$ cat config.mk
export PLATFORM = sky130hd
export DESIGN_NAME = if_fetch_ctrl
export DESIGN_NICKNAME = d
export VERILOG_FILES = /design/src/rtl/if_fetch_ctrl_pkg.sv /design/src/rtl/if_fetch_ctrl_inst_buf.sv /design/src/rtl/if_fetch_ctrl.sv
export SDC_FILE = /design/constraint.sdc
export NUM_CORES = 1
export LEC_CHECK = 0
export ABC_AREA = 1
export CAP_MARGIN = 25
export CORE_MARGIN = 4
export CORE_UTILIZATION = 45
export CTS_CLUSTER_SIZE = 12
export DETAILED_ROUTE_END_ITERATION = 10
export GPL_TIMING_DRIVEN = 0
export PLACE_DENSITY = 0.91
export SLEW_MARGIN = 20
export SYNTH_ARGS = -nofsm -noshare
export SYNTH_HDL_FRONTEND = slang
export SYNTH_SLANG_ARGS = --single-unit
$ cat constraint.sdc
create_clock -name aclk -period 1.7 [get_ports aclk]
set_input_delay 0.34 -clock aclk [delete_from_list [all_inputs] [get_ports aclk]]
set_output_delay 0.34 -clock aclk [all_outputs]
set_load 0.01 [all_outputs]
$ cat src/rtl/if_fetch_ctrl_pkg.sv
// Shared definitions for the instruction fetch controller: FSM state
// encodings, the default reset PC, the word transfer size and PC helpers.
package if_fetch_ctrl_pkg;

   // One-hot fetch FSM states.
   localparam logic [2:0] ST_REQ  = 3'b001;
   localparam logic [2:0] ST_WAIT = 3'b010;
   localparam logic [2:0] ST_HOLD = 3'b100;

   localparam logic [31:0] DEFAULT_RESET_PC = 32'h1C00_0000;
   localparam logic [1:0]  INST_SIZE_WORD   = 2'b10;

   // Every fetch address is word aligned, whatever the source.
   function automatic logic [31:0] word_align(input logic [31:0] addr);
      return {addr[31:2], 2'b00};
   endfunction

   // Sequential successor; wraps naturally from 32'hFFFF_FFFC to zero.
   function automatic logic [31:0] seq_pc(input logic [31:0] pc);
      return word_align(pc + 32'd4);
   endfunction

endpackage

$ cat src/rtl/if_fetch_ctrl_inst_buf.sv
// if_inst_buf: holds the PC/instruction pair presented to decode while
// decode is stalled. Clear has priority over load.
module if_inst_buf (
   input  logic        aclk,
   input  logic        aresetn,
   input  logic        load,
   input  logic        clear,
   input  logic [31:0] load_pc,
   input  logic [31:0] load_inst,
   output logic [31:0] pc,
   output logic [31:0] inst
);

   // Capture a returned instruction, or drop it when fetch is redirected.
   always_ff @(posedge aclk or negedge aresetn) begin
      if (!aresetn) begin
         pc   <= 32'h0;
         inst <= 32'h0;
      end else if (clear) begin
         pc   <= 32'h0;
         inst <= 32'h0;
      end else if (load) begin
         pc   <= load_pc;
         inst <= load_inst;
      end
   end

endmodule

$ cat src/rtl/if_fetch_ctrl.sv
// if_fetch_ctrl: instruction fetch stage driving an SRAM-like port of the
// AXI bridge with at most one request outstanding. Redirects from execute
// either retarget the pending request or cancel the in-flight one.
// Optional macro FETCH_BYPASS_EN presents returned data to decode in the
// data_ok cycle instead of always going through the holding buffer.
module if_fetch_ctrl
   import if_fetch_ctrl_pkg::*;
#(
   parameter logic [31:0] RESET_PC = DEFAULT_RESET_PC
) (
   input  logic        aclk,
   input  logic        aresetn,
   input  logic        br_taken,
   input  logic [31:0] br_target,
   input  logic        ds_allowin,
   output logic        fs_valid,
   output logic [31:0] fs_pc,
   output logic [31:0] fs_inst,
   output logic        inst_sram_req,
   output logic        inst_sram_wr,
   output logic [1:0]  inst_sram_size,
   output logic [31:0] inst_sram_addr,
   output logic [3:0]  inst_sram_wstrb,
   output logic [31:0] inst_sram_wdata,
   input  logic        inst_sram_addr_ok,
   input  logic        inst_sram_data_ok,
   input  logic [31:0] inst_sram_rdata
);

   logic [2:0]  state;
   logic [31:0] fetch_pc;
   logic        cancel;
   logic        run;
   logic [31:0] buf_pc;
   logic [31:0] buf_inst;

   logic is_req, is_wait, is_hold;
   logic req_fire, take_data, bypass_fire, buf_load, buf_clear;

   assign is_req  = (state == ST_REQ);
   assign is_wait = (state == ST_WAIT);
   assign is_hold = (state == ST_HOLD);

   // Instruction port is read-only, word sized.
   assign inst_sram_wr    = 1'b0;
   assign inst_sram_size  = INST_SIZE_WORD;
   assign inst_sram_wstrb = 4'h0;
   assign inst_sram_wdata = 32'h0;

   // Request is held off until the first clock edge out of reset.
   always_ff @(posedge aclk or negedge aresetn) begin
      if (!aresetn) run <= 1'b0;
      else          run <= 1'b1;
   end

   // Handshake qualifiers and buffer control.
   always_comb begin
      inst_sram_req  = is_req & run;
      inst_sram_addr = inst_sram_req ? fetch_pc : 32'h0;
      req_fire       = inst_sram_req & inst_sram_addr_ok;
      take_data      = is_wait & inst_sram_data_ok & ~cancel & ~br_taken;
`ifdef FETCH_BYPASS_EN
      bypass_fire    = take_data & ds_allowin;
`else
      bypass_fire    = 1'b0;
`endif
      buf_load       = take_data & ~bypass_fire;
      buf_clear      = is_hold & br_taken;
   end

   // Presentation to decode; a redirect in HOLD suppresses the buffer.
   always_comb begin
`ifdef FETCH_BYPASS_EN
      fs_valid = (is_hold & ~br_taken) | take_data;
      fs_pc    = take_data ? fetch_pc        : buf_pc;
      fs_inst  = take_data ? inst_sram_rdata : buf_inst;
`else
      fs_valid = is_hold & ~br_taken;
      fs_pc    = buf_pc;
      fs_inst  = buf_inst;
`endif
   end

   // Fetch FSM: PC update, state transitions and cancel tracking.
   always_ff @(posedge aclk or negedge aresetn) begin
      if (!aresetn) begin
         state    <= ST_REQ;
         fetch_pc <= word_align(RESET_PC);
         cancel   <= 1'b0;
      end else begin
         case (state)
            ST_REQ: begin
               if (br_taken) fetch_pc <= word_align(br_target);
               if (req_fire) begin
                  state <= ST_WAIT;
                  // Accepted address is stale once redirected.
                  if (br_taken) cancel <= 1'b1;
               end
            end
            ST_WAIT: begin
               if (inst_sram_data_ok) begin
                  cancel <= 1'b0;
                  if (br_taken) fetch_pc <= word_align(br_target);
                  if (take_data) begin
                     if (bypass_fire) begin
                        fetch_pc <= seq_pc(fetch_pc);
                        state    <= ST_REQ;
                     end else begin
                        state <= ST_HOLD;
                     end
                  end else begin
                     state <= ST_REQ;
                  end
               end else if (br_taken) begin
                  fetch_pc <= word_align(br_target);
                  cancel   <= 1'b1;
               end
            end
            ST_HOLD: begin
               if (br_taken) begin
                  fetch_pc <= word_align(br_target);
                  state    <= ST_REQ;
               end else if (ds_allowin) begin
                  fetch_pc <= seq_pc(buf_pc);
                  state    <= ST_REQ;
               end
            end
            default: begin
               state  <= ST_REQ;
               cancel <= 1'b0;
            end
         endcase
      end
   end

   if_inst_buf u_inst_buf (
      .aclk      (aclk),
      .aresetn   (aresetn),
      .load      (buf_load),
      .clear     (buf_clear),
      .load_pc   (fetch_pc),
      .load_inst (inst_sram_rdata),
      .pc        (buf_pc),
      .inst      (buf_inst)
   );

endmodule

# Word level (Yosys, flattened, before mapping)
# Index checks and enable logic that the tools add are counted.
classes:
  addsub: 1
  n_eq_ne: 7
  n_mux: 19
  bitwise_logic: 10
  n_reduce_logical: 6
op_table:
  columns: ["cell", "n"]
  rows:
  - ["two-way mux 32 bit", 8]
  - ["case mux 32 bit (2 select lines)", 1]
  - ["adder 32 x 3 -> 32 bit, second input constant", 1]
  - ["two-way mux 3 bit", 5]
  - ["case mux 3 bit (3 select lines)", 1]
  - ["bitwise AND 1 bit", 7]
  - ["AND reduction 3 bit", 2]
  - ["inequality test 2 x 1 -> 1 bit, second input constant", 2]
  - ["nonzero test 2 bit", 2]
  - ["equality test 3 x 1 -> 1 bit, second input constant", 1]
  - ["equality test 3 x 2 -> 1 bit, second input constant", 1]
  - ["equality test 3 bit, second input constant", 1]
  - ["two-way mux 1 bit", 3]
  - ["inequality test 3 bit, second input constant", 1]
  - ["inverter 1 bit", 3]
  - ["case mux 1 bit (3 select lines)", 1]
  - ["inequality test 2 bit, second input constant", 1]
  - ["AND reduction 2 bit", 1]
  - ["OR reduction 2 bit", 1]
totals:
  register_bits: 101
  out_inout_bits: 137
  wordCells: 49

# Logic depth before layout (Yosys ltp)
logic_depth:
  depth_word: 7
  depth_mapped: 10
  ltp_nobuf: 10

# Cells and area by module
# Synthesis repeated with hierarchy kept, for this count alone.
unflattened:
  hier_cells: 832
  hier_area_um2: 5888.1
modules_own_cells:
  columns: ["mod", "instances", "cells_each", "area_each_um2", "seq_area_each_um2"]
  rows:
  - ["if_fetch_ctrl", 1, 555, 3358.2, 880.8]
  - ["if_inst_buf", 1, 277, 2529.9, 1601.5]

# Least setup slack after synthesis
# OpenSTA, ideal clock, no wires.
synth_path:
  path_kind: "register to output"
  start: "register state[0]"
  end: "output port inst_sram_addr[10]"
  arrival_ns: 1.363
  slack_ns: -0.003
  path_stages_with_launch: 6
  path_cell_list: "dfstp_2 -> nand3_1 -> nor2_1 -> inv_1 -> clkbuf_1 -> nor2_1"
synth_via:
  elab_chain_len: 3
synth_lines:
  columns: ["element", "line_no", "rtl"]
  rows:
  - ["start, declared", "if_fetch_ctrl.sv:30", "logic [2:0] state;"]
  - ["start signal, assigned", "if_fetch_ctrl.sv:87", "state <= ST_REQ;"]
  - ["start signal, assigned", "if_fetch_ctrl.sv:95", "state <= ST_WAIT;"]
  - ["start signal, assigned", "if_fetch_ctrl.sv:107", "state <= ST_REQ;"]
  - ["equality test 3 x 1 -> 1 bit", "if_fetch_ctrl.sv:40", "assign is_req = (state == ST_REQ);"]
  - ["bitwise AND 1 bit", "if_fetch_ctrl.sv:58", "inst_sram_req = is_req & run;"]
  - ["via inst_sram_req", "if_fetch_ctrl.sv:19", "output logic inst_sram_req,"]
  - ["two-way mux 32 bit", "if_fetch_ctrl.sv:59", "inst_sram_addr = inst_sram_req ? fetch_pc : 32'h0;"]
  - ["end, declared", "if_fetch_ctrl.sv:22", "output logic [31:0] inst_sram_addr,"]
# The timed path passes the listed nets, and every way through them passes these cells.

# Worst setup path after layout
layout_path:
  start: "register state[0]"
  end: "output port inst_sram_addr[9]"
layout_via:
  elab_chain_len: 3
layout_lines:
  columns: ["element", "line_no"]
  rows:
  - ["equality test 3 x 1 -> 1 bit", "if_fetch_ctrl.sv:40"]
  - ["bitwise AND 1 bit", "if_fetch_ctrl.sv:58"]
  - ["two-way mux 32 bit", "if_fetch_ctrl.sv:59"]
# Every way passes these cells.

==> results.md <==
* Run status: finished, violations left
* Failing checks: negative setup slack
* Vias per cell at 5.087
* DP Wirelength at 12770 um
* Layout Skew at 6.501 ps
* Fin nets at 1070
* Cell Pwr Density at 1603 nW/um^2
* RSZ-0062 raised after global routing: true
* Reg2Reg Setup Slack at 0 ps
* First-pass GRT wire length at 27570 um
* I/O Buffers at 161
* Final WS setup at -221.3 ps
* Detail Route Antenna Nets at 0
* Power share of the clock group at 15.1%
* Crit path capture type: primary output
* Gate Count Post-Synth at 756
* Area Growth Syn to Fin at 50.96%
* Max_cap viols at 0
* Total number of vias at 5830
* Largest net degree at the start of global routing at 53
* Multiplexer share of the synthesized area at 0%
* Synth warn at 0
* Primary FF master, synth: dfrtp_1
* H-tree depth at 3
* Iteration-0 DRC Markers at 439
* Max-slew violations at 0
* Leak at 4.119 nW
* Antenna cells at 0
* Critical path, cell by cell: nand3_4 -> nor2_4 -> inv_4 -> buf_8 -> nor2_1 -> buf_2
* Post-synthesis compound-gate area fraction at 11.89%
* Non-Filler Instances at 1146
* Slowest cell on crit path: dfstp_2
* Most frequent cell after synthesis: nand2_1
* GR peak layer: met2
* GRT overflow at 0
* Simple-gate share of the synthesized area at 24.88%
* Reg-to-Reg End: fetch_pc[21]
* Post-synthesis sequential area ratio at 44.78%
* Met1 usage at 28.18%
* Kind of critical path: reg -> out
* Post-synth EDFFs at 0
* Clk_lat worst skew at 350 ps
* Setup_tns at -6166 ps
* Critical path fanouts, max at 10
* Number of global-route vias before repair at 5595
* Critical Path AT at 1580 ps
* Hold Crit Class: in -> async
* GRT Resource Usage Total at 24.40%
* Sw frac at 40.77%
* GRT met3 Usage at 8.938%
* Mapped Area at 5431 sq um
* Fmax at 0.5205 GHz
* Hold Fails Final Rpt at 0
* Layout cells sized above 1 at 20.94%
* Die Y-Extent at 117.9 um
* Post-synth top cells: nand2_1, inv_1, dfrtp_1
* WL per Instance at 15.79 um
* CTS Buf Count at 9
* Dpl ws at -750.5 ps
* Asr flop ratio synth at 100.0%
* Largest family of logic cells by synthesized area: simple AND/OR/NAND/NOR gates
* Crit path buf inv count at 3
* Area leader, netlist: dfrtp_1
* Setup crit start kind: flip-flop
* Pint at 7.787 mW
* Xor/xnor share of the synthesized area at 0.6450%
* Core ar. at 11610 sq um
* Reg clk slew, reported paths at 60 ps
* Final setup viols at 32
* # DRC at 0
* Area share of fa/ha/maj cells after synthesis at 0.2304%
* Final wirelength at 18100 um
* Cell Count Post-Placement at 1103
* I/O Pins at 207
* CP delay by family, top: flip-flops
* Switching pwr at 5.359 mW
* R2R cell count at 8
* Share of power burned in registers at 33.4%
* Synthesized area per cell at 7.184 sq um
* Initial Util at 46.77%
* Pre-Repair DR Iteration Count at 7
* Worst Path Required at 1360 ps
* Post-synth top area share at 42.85%
* Util after Layout at 70.60%
* Yosys reg bits at 97
* Die span in x at 117.9 um
* GP Congestion at 0.9347
* Final period util at 113.0%
* Die area at 13890 sq um
* Minimum clock period at 1921 ps
* Max VDD drop at 0.0009411 V
* Max clock buf depth at 2
* Reg2reg start: u_inst_buf.pc[6]
* Post-synth cell types at 30
* DP Area at 7411 sq um
* Comb power frac at 51.6%
* Row count at 39
* Ranking of synthesized cells by area: dfrtp_1, nand2_1, inv_1
* Antenna violations before repair at 0
* GR Layer Usage met2 at 41.03%
* # clock sinks at 97
* Worst path max stage delay at 560 ps
* CTS root buf: clkbuf_16
* Final Instance Area at 8199 sq um
* TritonCTS clock tree: built
[sequential cells by signal (all words and copies together), names as in the netlist]
register	flops
state	3
u_inst_buf.pc	30
fetch_pc	30
u_inst_buf.inst	32
run	1
cancel	1
[timing repair]
action,4_1_cts,5_1_grt
hold endpoints to repair,41,0
gates resized for setup,191,99
hold buffers,1,0
buffers inserted,12,10
cloned,0,5
endpoints found under the setup margin,130,137
pin swaps,5,6
[final cells by class]
| cell class | count | area [sq um] |
|---|---|---|
| inverter | 136 | 528.0 |
| fill | 886 | 3415 |
| clock buffer | 13 | 270.3 |
| multi-input combinational | 498 | 2406 |
| buffer | 68 | 574.3 |
| clock inverter | 2 | 12.51 |
| tap | 143 | 178.9 |
| sequential | 97 | 2444 |
| timing repair buffer | 189 | 1785 |
[placed cells by master (no fill, tap or decap), drive strengths merged, types with 3 or more instances in the layout]
cell and n:
dfrtp 93, conb 44, a21boi 6, dfstp 4, clkbuf 17, a21oi 19, inv 135, o21ai 59
clkdlybuf4s50 118, buf 124, o22ai 30, nor2 87, or2 3, nand3 48, nand2 191, dlymetal6s2s 9
xor2 3
[power groups by stage]
stage          registers, mW  clock network (mW)  logic (mW)
3_3_place_gp            4.37                   0        5.74
5_1_grt                 4.51                2.12        7.38
2_1_floorplan           4.55                   0        2.68
3_5_place_dp            4.40                   0        5.92
6_report                4.39                1.98        6.78
4_1_cts                 4.36                1.98        6.15
[metal layers]
layer,wire length [um],vias to the layer above
met5,0,-
met4,720,0
met3,2205,63
met2,8586,376
met1,6587,2645
li1,-,2746
[how the worst max path moves through the flow]
stage	startpoint	endpoint	slack, ps	cells past startpoint
2_1_floorplan	state[0]	inst_sram_addr[10]	60	5
3_3_place_gp	aresetn	fetch_pc[23]	-3320	1
3_5_place_dp	br_taken	fs_valid	-750	6
4_1_cts	state[0]	inst_sram_addr[31]	-240	6
5_1_grt	state[0]	inst_sram_addr[23]	-270	6
6_report	state[0]	inst_sram_addr[9]	-220	6
[cell families after synthesis]
kind of cell | count (synthesis)
simple gates | 332
flops | 97
fa+ha+maj | 1
xor+xnor | 4
buf+inv | 204
compound gates | 116
other cells | 2
[through the flow]
step	hold WS [ps]	power (mW)
after floorplan	44.41	7.230
after global placement	455.2	10.10
after detailed placement	302.0	10.31
after CTS	477.8	12.49
after global routing	495.8	14.01
final	477.3	13.15
Note: power is estimated with default switching activity, not from simulation.
